### src/rtl/muldiv_pkg.sv
// muldiv_pkg: shared types for the iterative multiply/divide unit.
// Holds the op encoding, FSM state type and default width.
package muldiv_pkg;

  typedef enum logic [1:0] {
    OP_MULT,
    OP_MULTU,
    OP_DIV,
    OP_DIVU
  } muldiv_op_t;

  typedef enum logic [2:0] {
    IDLE,
    MUL,
    DIV,
    FIX,
    DONE
  } state_t;

  localparam int MD_WIDTH = 32;
  localparam int ITER     = MD_WIDTH;

endpackage

### src/rtl/muldiv_if.sv
// muldiv_if: start/busy/done handshake between controller and unit.
// master drives start/op/a/b; slave returns busy/done/hi/lo.
interface muldiv_if #(
  parameter int WIDTH = 32
);
  import muldiv_pkg::*;

  logic             start;
  muldiv_op_t       op;
  logic [WIDTH-1:0] a;
  logic [WIDTH-1:0] b;
  logic             busy;
  logic             done;
  logic [WIDTH-1:0] hi;
  logic [WIDTH-1:0] lo;

  modport master (
    output start, op, a, b,
    input  busy, done, hi, lo
  );

  modport slave (
    input  start, op, a, b,
    output busy, done, hi, lo
  );

endinterface

### src/rtl/muldiv_unit.sv
// muldiv_unit: iterative MULT/MULTU/DIV/DIVU producing {hi,lo}.
// Ports: clk, reset (async, active-low), bus (muldiv_if.slave).
module muldiv_unit
  import muldiv_pkg::*;
#(
  parameter int WIDTH = MD_WIDTH
) (
  input logic      clk,
  input logic      reset,
  muldiv_if.slave  bus
);

  localparam int CW = $clog2(WIDTH);
  localparam logic [CW-1:0] LAST = CW'(WIDTH-1);

  state_t             state_q;
  logic [CW-1:0]      cnt_q;
  logic [2*WIDTH-1:0] acc_q;
  logic [2*WIDTH-1:0] acc_d;
  logic [WIDTH-1:0]   opb_q;
  logic               div_q;
  logic               sgn_q;
  logic               sa_q;
  logic               sb_q;
  logic               dz_q;
  logic               busy_q;
  logic               done_q;
  logic [WIDTH-1:0]   hi_q;
  logic [WIDTH-1:0]   lo_q;

  logic               is_sgn;
  logic [WIDTH-1:0]   a_mag;
  logic [WIDTH-1:0]   b_mag;
  logic [WIDTH:0]     sum;
  logic [WIDTH:0]     shl;
  logic [WIDTH:0]     diff;
  logic [WIDTH-1:0]   rem_n;
  logic               neg_p;
  logic [WIDTH-1:0]   quo;
  logic [WIDTH-1:0]   rem;
  logic [WIDTH-1:0]   fix_hi;
  logic [WIDTH-1:0]   fix_lo;

  assign is_sgn = ~bus.op[0];

  always_comb begin
    a_mag = bus.a;
    b_mag = bus.b;
    if (is_sgn && bus.a[WIDTH-1]) a_mag = -bus.a;
    if (is_sgn && bus.b[WIDTH-1]) b_mag = -bus.b;
  end

  // acc holds {upper, lower}: product halves for MUL,
  // {remainder, dividend/quotient} for DIV.
  always_comb begin
    sum   = {1'b0, acc_q[2*WIDTH-1:WIDTH]}
          + {1'b0, (acc_q[0] ? opb_q : {WIDTH{1'b0}})};
    shl   = {acc_q[2*WIDTH-1:WIDTH], acc_q[WIDTH-1]};
    // remainder < divisor keeps diff within a signed W+1 range
    diff  = shl - {1'b0, opb_q};
    rem_n = diff[WIDTH] ? shl[WIDTH-1:0] : diff[WIDTH-1:0];
    acc_d = {sum, acc_q[WIDTH-1:1]};
    if (div_q)
      acc_d = {rem_n, acc_q[WIDTH-2:0], ~diff[WIDTH]};
  end

  always_comb begin
    neg_p = sgn_q & (sa_q ^ sb_q);
    quo   = acc_q[WIDTH-1:0];
    rem   = acc_q[2*WIDTH-1:WIDTH];
    {fix_hi, fix_lo} = neg_p ? -acc_q : acc_q;
    if (div_q) begin
      fix_lo = neg_p ? -quo : quo;
      if (dz_q) fix_lo = {WIDTH{1'b1}};
      // remainder follows the dividend's sign
      fix_hi = (sgn_q & sa_q) ? -rem : rem;
    end
  end

  always_ff @(posedge clk or negedge reset) begin
    if (!reset) begin
      state_q <= IDLE;
      cnt_q   <= '0;
      acc_q   <= '0;
      opb_q   <= '0;
      div_q   <= 1'b0;
      sgn_q   <= 1'b0;
      sa_q    <= 1'b0;
      sb_q    <= 1'b0;
      dz_q    <= 1'b0;
      busy_q  <= 1'b0;
      done_q  <= 1'b0;
      hi_q    <= '0;
      lo_q    <= '0;
    end else begin
      done_q <= 1'b0;
      unique case (state_q)
        IDLE: begin
          if (bus.start) begin
            state_q <= bus.op[1] ? DIV : MUL;
            busy_q  <= 1'b1;
            cnt_q   <= '0;
            acc_q   <= {{WIDTH{1'b0}},
                        (bus.op[1] ? a_mag : b_mag)};
            opb_q   <= bus.op[1] ? b_mag : a_mag;
            div_q   <= bus.op[1];
            sgn_q   <= is_sgn;
            sa_q    <= bus.a[WIDTH-1];
            sb_q    <= bus.b[WIDTH-1];
            dz_q    <= bus.op[1] & (bus.b == '0);
          end
        end
        MUL, DIV: begin
          acc_q <= acc_d;
          cnt_q <= cnt_q + CW'(1);
          if (cnt_q == LAST) begin
            cnt_q   <= '0;
            state_q <= FIX;
          end
        end
        FIX: begin
          hi_q    <= fix_hi;
          lo_q    <= fix_lo;
          done_q  <= 1'b1;
          state_q <= DONE;
        end
        DONE: begin
          busy_q  <= 1'b0;
          state_q <= IDLE;
        end
        default: state_q <= IDLE;
      endcase
    end
  end

  assign bus.busy = busy_q;
  assign bus.done = done_q;
  assign bus.hi   = hi_q;
  assign bus.lo   = lo_q;

endmodule
### src/flat_wrapper.sv
// flat-port wrapper written by rule: the top's interface ports become plain ports
module muldiv_unit_flat import muldiv_pkg::*;
#(
  parameter int WIDTH = MD_WIDTH
)
  (clk, reset, bus_start, bus_op, bus_a, bus_b, bus_busy, bus_done, bus_hi, bus_lo);
  muldiv_if #(.WIDTH(WIDTH)) bus_i ();
  input logic clk;
  input logic reset;
  input wire logic [$bits(bus_i.start)-1:0] bus_start;
  input wire logic [$bits(bus_i.op)-1:0] bus_op;
  input wire logic [$bits(bus_i.a)-1:0] bus_a;
  input wire logic [$bits(bus_i.b)-1:0] bus_b;
  output wire logic [$bits(bus_i.busy)-1:0] bus_busy;
  output wire logic [$bits(bus_i.done)-1:0] bus_done;
  output wire logic [$bits(bus_i.hi)-1:0] bus_hi;
  output wire logic [$bits(bus_i.lo)-1:0] bus_lo;
  assign bus_i.start = bus_start;
  assign bus_i.op = bus_op;
  assign bus_i.a = bus_a;
  assign bus_i.b = bus_b;
  assign bus_busy = bus_i.busy;
  assign bus_done = bus_i.done;
  assign bus_hi = bus_i.hi;
  assign bus_lo = bus_i.lo;
  muldiv_unit #(.WIDTH(WIDTH)) u_core (.clk(clk), .reset(reset), .bus(bus_i));
endmodule
### config.mk
export PLATFORM = sky130hd
export DESIGN_NAME = muldiv_unit_flat
export DESIGN_NICKNAME = d
export VERILOG_FILES = /design/src/rtl/muldiv_pkg.sv /design/src/rtl/muldiv_if.sv /design/src/rtl/muldiv_unit.sv /design/src/flat_wrapper.sv
export SDC_FILE = /design/constraint.sdc
export NUM_CORES = 1
export LEC_CHECK = 0
export ABC_CLOCK_PERIOD_IN_PS = 3350
export CAP_MARGIN = 0
export CORE_MARGIN = 4
export CORE_UTILIZATION = 50
export CTS_BUF_LIST = sky130_fd_sc_hd__clkbuf_8
export CTS_CLUSTER_SIZE = 40
export DETAILED_ROUTE_END_ITERATION = 12
export HOLD_SLACK_MARGIN = 0.05
export PLACE_DENSITY = 0.74
export SETUP_SLACK_MARGIN = 0.5
export SYNTH_ARGS = -nofsm -noshare
export SYNTH_HDL_FRONTEND = slang
export SYNTH_SLANG_ARGS = --single-unit
### constraint.sdc
create_clock -name clk -period 3.35 [get_ports clk]
set_input_delay 0.67 -clock clk [delete_from_list [all_inputs] [get_ports clk]]
set_output_delay 0.67 -clock clk [all_outputs]
set_load 0.02 [all_outputs]
; Yosys cells after proc, flatten, opt, wreduce, memory -nomap -nowiden
; Index checks and enable logic that the tools add are counted.
[totals]
register_bits = 175
latchBits = 0
mem_bits_rw = 0
romBits = 0
inputBits = 69
output_inout_bits = 66
elab_cells = 70
mem_count = 0
[classes]
addsub = 8
multipliers = 0
div = 0
magnitude_cmp = 0
eq_ne = 7
shifts = 0
mux = 25
n_bitwise = 6
n_reduce_logical = 11
[ops]
columns = cell, count
row1 = $mux 32, 11
row2 = $mux 64, 3
row3 = $neg 32->32, 4
row4 = $pmux 64 s2, 1
row5 = $neg 64->64, 1
row6 = $add 32x32->33, 1
row7 = $sub 33x32->33, 1
row8 = $logic_not 32->1, 1
row9 = $mux 5, 2
row10 = $pmux 5 s2, 1
row11 = $pmux 3 s3, 1
row12 = $reduce_and 2->1, 4
row13 = $eq 3x2->1 const B, 2
row14 = $mux 3, 2
row15 = $add 5x1->5 const B, 1
row16 = $eq 5x5->1 const B, 1
row17 = $reduce_bool 2->1, 2
row18 = $and 1x1->1, 3
row19 = $eq 3x1->1 const B, 1
row20 = $eq 3x3->1 const B, 1
row21 = $logic_not 3->1, 1
row22 = $logic_and 1x1->1, 2
row23 = $mux 1, 2
row24 = $mux 2, 1
row25 = other kinds (6), 7

; Logic depth before layout (Yosys ltp)
; Gate-level depths: netlist (run 1).
[depth]
depth_word = 6
mapped_depth = 14
depth_no_buf = 13

; Worst setup path before layout (run 1)
; Ideal clock, no wire load.
[synth_path]
kind = register to register
start = reg u_core.acc_q[0]
end = reg u_core.acc_q[59]
setup_ps = 147
t_arrival_ps = 3017
t_required_ps = 3203
slack_ps = 186
stages_incl_launch_ff = 14
path_buffers = 1
period_less_slack_ps = 3164
path_cell_list = dfrtp_1 -> inv_1 -> clkbuf_1 -> nor2_1 -> ha_1 -> o211a_1 -> o31ai_1 -> a31oi_1 -> a311o_1 -> a31o_2 -> o2111a_1 -> o311ai_0 -> a31o_2 -> a31oi_1
[synth_between]
elab_chain_len = 4
[synth_lines]
columns = element, line
row1 = start: declaration, muldiv_unit.sv:18  ; logic [2*WIDTH-1:0] acc_q;
row2 = start signal: assignment, muldiv_unit.sv:103  ; acc_q <= {{WIDTH{1'b0}},
row3 = $mux 32, muldiv_unit.sv:57  ; + {1'b0, (acc_q[0] ? opb_q : {WIDTH{1'b0}})};
row4 = $add 32x32->33, muldiv_unit.sv:57
row5 = $mux 64, muldiv_unit.sv:63  ; if (div_q)
row6 = $pmux 64 s2, muldiv_unit.sv:97  ; unique case (state_q)
; No other way between the ends.
; A chain may end at the register's enable or synchronous reset.

; Worst setup path in the final report (run 1)
; Same ends and word-level chain as after synthesis.

==> metrics.md, run 1 <==
| Metric | Value |
|---|---|
| Outcome | `completed` |
| ANT nets after route | `0` |
| Cell chain of the critical path | `clkinv_4 -> buf_12 -> nor2_2 -> ha_4 -> o211a_1 -> o31ai_4 -> a31oi_2 -> a311o_1 -> a31o_2 -> o2111a_1 -> o311ai_2 -> a31o_2 -> a31oi_2` |
| Post-route cell area | `0.0193 sq mm` |
| GRT Total Usage | `0.321` |
| Storage cell area | `0.00439 sq mm` |
| Initial antenna violation count | `0` |
| Nets | `2260` |
| Worst-Skew Late Latency | `0.51 ns` |
| WL/cell | `21.2 microns` |
| Setup ws final | `0.263 ns` |
| Ys flop type | `dfrtp_1` |
| Clock tree buffer depth | `2` |
| # clock sinks | `175` |
| Switching part of the total power | `0.507` |
| Max-slew violations | `0` |
| Yosys cell types | `85` |
| P per Cell Area | `1190 mW/mm^2` |
| RSZ-0062 raised after global routing | `yes` |
| Syn Area/Cell | `7.91 sq um` |
| Drt pass-1 iters | `8` |
| Async SR Flop Fraction | `1.00` |
| Leakage | `8.36 nW` |
| EDFF count, synth | `0` |
| Buf+Inv Stages, Crit Path | `2` |
| Slowest stage cell, crit path | `dfrtp_2` |
| Vias in the first global route | `14.7k` |
| Footprint of the multi-input gates | `0.0105 sq mm` |
| Worst setup SP type | `register` |
| WP data arrival | `3.46 ns` |
| Cell family with most CP delay | `compound AO/OA/AOI/OAI gates` |
| Die Y-Extent | `179 microns` |
| Final period demand of the worst path | `3.09 ns` |
| CTS tree | `done` |
| Peak Freq | `324 MHz` |
| Placeable Area | `0.0287 sq mm` |
| CTS H-Tree Depth | `4` |
| Die Area | `0.0320 sq mm` |
| First-pass GRT wire length | `80600 microns` |
| Net switching power | `11.7 mW` |
| DR DRC count | `0` |
| Net Count, Synth | `1984` |
| Top cells by area, synth | `dfrtp_1 (30%), ha_1 (6.0%), xnor2_1 (5.8%), nand2_1 (5.8%), o21ai_0 (5.7%)` |
| Pin count of the biggest net entering global routing | `65` |
| Root buffer cell | `clkbuf_8` |
| Final setup violation count | `0` |
| Crit Path Class | `reg -> reg` |
| GPL Wtd Cong | `0.989` |
| Area growth from synthesis to layout | `32.7%` |
| CTS clock-pin slew for the worst setup and hold paths | `0.13 ns` |
| Reg power frac | `0.177` |
| Max FO, Critical Path | `9` |
| Crit. End Element | `register` |
| Peak supply drop | `0.000571 V` |
| Crit path required time | `3.72 ns` |
| I/O pins | `135` |
| Post-DP Area | `0.0174 sq mm` |
| Comb pwr share | `0.748` |
| Synth Cell Area | `0.0146 sq mm` |
| Total Power | `23.0 mW` |
| Die W | `179 microns` |
| Max incr delay on CP | `0.43 ns` |
| Fin crit share | `0.921` |
| Initial Util | `0.508` |
| Max-Cap Viols | `0` |
| Slew margin rel. | `0.189` |
| Post-Syn Instances | `1843` |
| # rows | `62` |
| Total CTS buffers | `17` |
| Hold Crit Class | `in -> async` |
| Synthesis Warnings | `0` |
| Dpl ws | `-0.177 ns` |
| Transition time at the pin with the least slew margin | `1.21 ns` |
| Hold_buf cts | `0` |
| Grt total ovfl | `0` |
| Share of post-route cells with drive strength above 1 | `0.227` |
| Post-detailed-route via-to-cell ratio | `6.16` |
| Synth top area share | `0.300` |
| Routed wire length | `53400 microns` |
| Commonest cells post-synth | `nand2_1 (226), nor2_1 (192), dfrtp_1 (175)` |
| Vias | `15.5k` |
| Cell with the most instances after synthesis | `nand2_1` |
| Power Internal | `11.3 mW` |
| Most area-hungry cell type in the Yosys netlist | `dfrtp_1` |
| Final Hold Viols | `0` |
| Dpl hpwl | `39700 microns` |
| Register bit total from synthesis | `175` |
| Fill count | `2431` |
| IO buf count | `134` |
| Clock skew | `0.0287 ns` |
| Post-synthesis sequential area ratio | `0.300` |
| Iteration-0 DRC Markers | `1503` |
| Clk network pwr share | `0.075` |
==> path summary, 6_finish.rpt <==
path	to	start	depth (start not counted)	slack [ns]
setup / recovery	u_core.acc_q[59]	u_core.acc_q[0]	13	0.26
hold / removal	u_core.bus.hi[21]	reset	1	0.15
setup reg to reg	u_core.acc_q[59]	u_core.acc_q[0]	13	0.26
hold reg to reg	u_core.bus.hi[14]	u_core.bus.hi[14]	2	0.49
max in group asynchronous	u_core.bus.lo[16]	reset	2	2.39
min in group clk	u_core.bus.hi[14]	u_core.bus.hi[14]	2	0.49
==> metal layers <==
metal | routed length [microns] | track usage | vias up
li1 | - | - | 7162
met1 | 21800 | 0.418 | 7399
met2 | 24900 | 0.524 | 777
met3 | 3700 | 0.0462 | 164
met4 | 3010 | 0.159 | 0
met5 | 0 | 0 | -
==> area by class of cell <==
type | count | share of cell area
antenna | 1 | 0.000129
clock buffer | 17 | 0.0121
clock inverter | 15 | 0.0118
inverter | 64 | 0.0135
multi-input combinational | 1494 | 0.542
sequential | 175 | 0.227
tap | 384 | 0.0248
timing repair buffer | 367 | 0.169
==> layout by cell type, fill, tap and decap left out, types with 12 or more instances in the layout <==
cell             count
a21o_1              28
a21oi_1            133
a21oi_2             18
a22oi_1             18
buf_4              212
buf_6               12
clkbuf_8            17
clkdlybuf4s50_1    124
dfrtp_1            165
ha_1                47
ha_4                12
inv_1               43
inv_2               15
mux2i_1             62
nand2_1            218
nand2b_1            13
nand3_1             26
nor2_1             175
nor2_2              14
nor3_1              32
nor4_1              15
o211ai_1            23
o21ai_0            132
o21ai_1             35
o221ai_1            29
o31ai_1             12
or3_1               12
xnor2_1             97
xor2_1              71
==> power by group through the flow <==
stage / Clock (mW) / Sequential, mW / Combinational, mW
finish: 1.74 / 4.07 / 17.2
global placement: 0 / 3.99 / 14.3
global route: 1.83 / 4.17 / 18.4
CTS: 1.75 / 4.01 / 15.5
detailed placement: 0 / 4.05 / 14.5
floorplan: 0 / 4.23 / 9.14
==> per-stage QoR <==
stage	std cells	utilization	hold WS (ns)	TNS [ns]
after floorplan	1843	-	0.374	0
after global placement	2423	0.607	0.462	-0.139
after detailed placement	2423	0.607	0.471	-0.305
after CTS	2475	0.639	0.156	0
after global routing	2516	0.674	0.188	0
final	2517	0.674	0.153	0
==> cells by family after synthesis <==
group	share of synthesized area
and+or+nand+nor	0.196
DFF	0.300
xor gates and xnor gates	0.102
AOI/OAI and AO/OA	0.244
adders and majority gates	0.0628
buffers and inverters	0.0453
muxes	0.0491
==> what timing repair did <==
action / CTS / global route
cloned: 1 / 1
hold endpoints to repair: 0 / 0
pin swaps: 45 / 84
setup endpoints to repair: 42 / 68
resized for setup: 85 / 176
buffers inserted: 19 / 40
==> state kept, by name (all words and copies together), names as in the netlist, 3 cells and up <==
register        cells
u_core.acc_q       64
u_core.bus.hi      32
u_core.bus.lo      32
u_core.opb_q       32
u_core.cnt_q        5
u_core.state_q      3
(Power assumes the default switching activity.)
==> inputs of run 2 (changes only) <==
- CAP_MARGIN: 0 -> unset
- RECOVER_POWER: unset -> 25
==> run 2 against run 1 <==
Clock-buffer cell count did not move. The run now ends with max-capacitance violations, max-slew violations left. Highest routed layer unchanged. Global-route usage is the same. Combinational power hardly changed. Routed wire length down 0.10%. Critical path type unchanged.
==> metrics.md, run 2 (synthesis results as in run 1) <==
| Metric | Value |
|---|---|
| Final Hold Viols | `0` |
| Iteration-0 DRC Markers | `1495` |
| Final period demand of the worst path | `3.07 ns` |
| Reg power frac | `0.177` |
| Reg2reg setup slack | `0.28 ns` |
| Post-route cell area | `0.0193 sq mm` |
| Max incr delay on CP | `0.43 ns` |
| Transition time at the pin with the least slew margin | `1.72 ns` |
| Largest register FFs | `64` |
| DR DRC count | `0` |
| Inst Count DP | `2423` |
| I/O pins | `135` |
| IO buf count | `134` |
| Clk network pwr share | `0.076` |
| Layout Utilization | `0.673` |
| Hold Crit Class | `reg -> reg` |
| Clock skew | `0.0308 ns` |
| Pin count of the biggest net entering global routing | `65` |
| CTS H-Tree Depth | `4` |
| Slowest stage cell, crit path | `dfrtp_2` |
| Die Area | `0.0320 sq mm` |
| Dpl hpwl | `39700 microns` |
| Final setup violation count | `0` |
| RSZ-0062 raised after global routing | `yes` |
| Area growth from synthesis to layout | `32.5%` |
| Die Y-Extent | `179 microns` |
| ANT nets after route | `0` |
| Placeable Area | `0.0287 sq mm` |
| Crit. End Element | `register` |
| Vias | `15.5k` |
| Worst-Skew Late Latency | `0.51 ns` |
| Dpl ws | `-0.177 ns` |
| Vias in the first global route | `14.7k` |
| # clock sinks | `175` |
| Die W | `179 microns` |
| Nets | `2260` |
| Most common cell after layout, fill and taps aside | `nand2_1` |
| Cell family with most CP delay | `compound AO/OA/AOI/OAI gates` |
| Peak supply drop | `0.000570 V` |
| Initial antenna violation count | `0` |
| Root buffer cell | `clkbuf_8` |
| Post-detailed-route via-to-cell ratio | `6.17` |
| Routed wire length | `53300 microns` |
| # rows | `62` |
| Hold_buf cts | `0` |
| GPL Wtd Cong | `0.989` |
| Outcome | `finished with violations` |
| Initial Util | `0.508` |
| P per Cell Area | `1190 mW/mm^2` |
| Setup ws final | `0.279 ns` |
| Leakage | `8.35 nW` |
| Clock tree buffer depth | `2` |
| CTS tree | `done` |
| Fin crit share | `0.917` |
| Grt total ovfl | `0` |
| First-pass GRT wire length | `80600 microns` |
| Largest Register | `u_core.acc_q` |
| WP data arrival | `3.44 ns` |
| Total CTS buffers | `17` |
| Max-slew violations | `64` |
| Max FO, Critical Path | `9` |
| Buf+Inv Stages, Crit Path | `2` |
| Crit Path Class | `reg -> reg` |
| Comb pwr share | `0.748` |
| Worst setup SP type | `register` |
| Most frequent cells in the layout | `nand2_1 (218), buf_4 (212), nor2_1 (175)` |
| Peak Freq | `326 MHz` |
| Slew margin rel. | `-0.148` |
| Drt pass-1 iters | `9` |
| Non-Filler Instances | `2517` |
| Max-Cap Viols | `1` |
| Post-DP Area | `0.0174 sq mm` |
| Net switching power | `11.7 mW` |
| Cell chain of the critical path | `clkinv_4 -> buf_12 -> nor2_2 -> ha_4 -> o211a_1 -> o31ai_4 -> a31oi_2 -> a311o_1 -> a31o_2 -> o2111a_1 -> o311ai_2 -> a31o_2 -> a31oi_2` |
| Share of post-route cells with drive strength above 1 | `0.227` |
| Power Internal | `11.3 mW` |
| CTS clock-pin slew for the worst setup and hold paths | `0.13 ns` |
| Crit path required time | `3.72 ns` |
| GRT Total Usage | `0.321` |
| Switching part of the total power | `0.507` |
| WL/cell | `21.2 microns` |
| Failing checks | `max-capacitance violations, max-slew violations` |
[run 2: cell count changes in the layout (fill, tap and decap cells not counted), sizes merged]
cell,before,now
buf,234,232
clkbuf,18,20
[run 2: worst paths after layout]
path,from,end,cells after the start
min reg2reg,u_core.bus.hi[14],u_core.bus.hi[14],2
max reg2reg,u_core.acc_q[0],u_core.acc_q[59],13
min in group asynchronous,reset,u_core.bus.hi[21],1
max,u_core.acc_q[0],u_core.acc_q[59],13
max in group asynchronous,reset,u_core.div_q,2
min,u_core.bus.hi[14],u_core.bus.hi[14],2
[run 2: cell type report]
cell class | count | area, sq um
inverter | 64 | 260
clock buffer | 17 | 234
multi-input combinational | 1494 | 10500
timing repair buffer | 367 | 3250
fill | 2435 | 9380
antenna | 1 | 2.50
clock inverter | 15 | 229
tap | 384 | 480
sequential | 175 | 4390
[run 2: through the flow]
step / hold WS (ns) / setup TNS, ns / power (mW)
floorplan: 0.374 / 0 / 13.4
detailed placement: 0.471 / -0.305 / 18.5
global placement: 0.462 / -0.139 / 18.3
CTS: 0.156 / 0 / 21.3
finish: 0.489 / 0 / 23.0
global route: 0.515 / 0 / 24.4
[run 2: power by group through the flow]
stage          sequential, mW  combinational [mW]  clock (mW)
3_3_place_gp             3.99                14.3           0
6_report                 4.07                17.2        1.74
2_1_floorplan            4.23                9.14           0
3_5_place_dp             4.05                14.5           0
5_1_grt                  4.17                18.4        1.83
4_1_cts                  4.01                15.5        1.75
[run 2: worst register-to-register path, cell delays in order, from the launching register on]
cell and delay, ns:
dfrtp_2 0.43, clkinv_4 0.12, buf_12 0.17, nor2_2 0.16
ha_4 0.24, o211a_1 0.15, o31ai_4 0.08, a31oi_2 0.14
a311o_1 0.40, a31o_2 0.24, o2111a_1 0.24, o311ai_2 0.33
a31o_2 0.22, a31oi_2 0.04
[run 2: timing repair]
item | in CTS | in global routing
setup buffers | 19 | 40
pin swaps | 45 | 84
cloned | 1 | 1
resized for setup | 85 | 176
setup endpoints to repair | 42 | 68
[run 2: metal layers]
| metal | GRT usage | wire length [microns] |
|---|---|---|
| met2 | 0.524 | 25000 |
| met5 | 0 | 0 |
| met1 | 0.418 | 21600 |
| met3 | 0.0462 | 3790 |
| met4 | 0.159 | 2950 |
==> inputs of run 3 (changes only) <==
- SKIP_LAST_GASP: unset -> 1
==> results of run 3 <==
The final DEF is identical to that of run 2; final timing and power are the same.
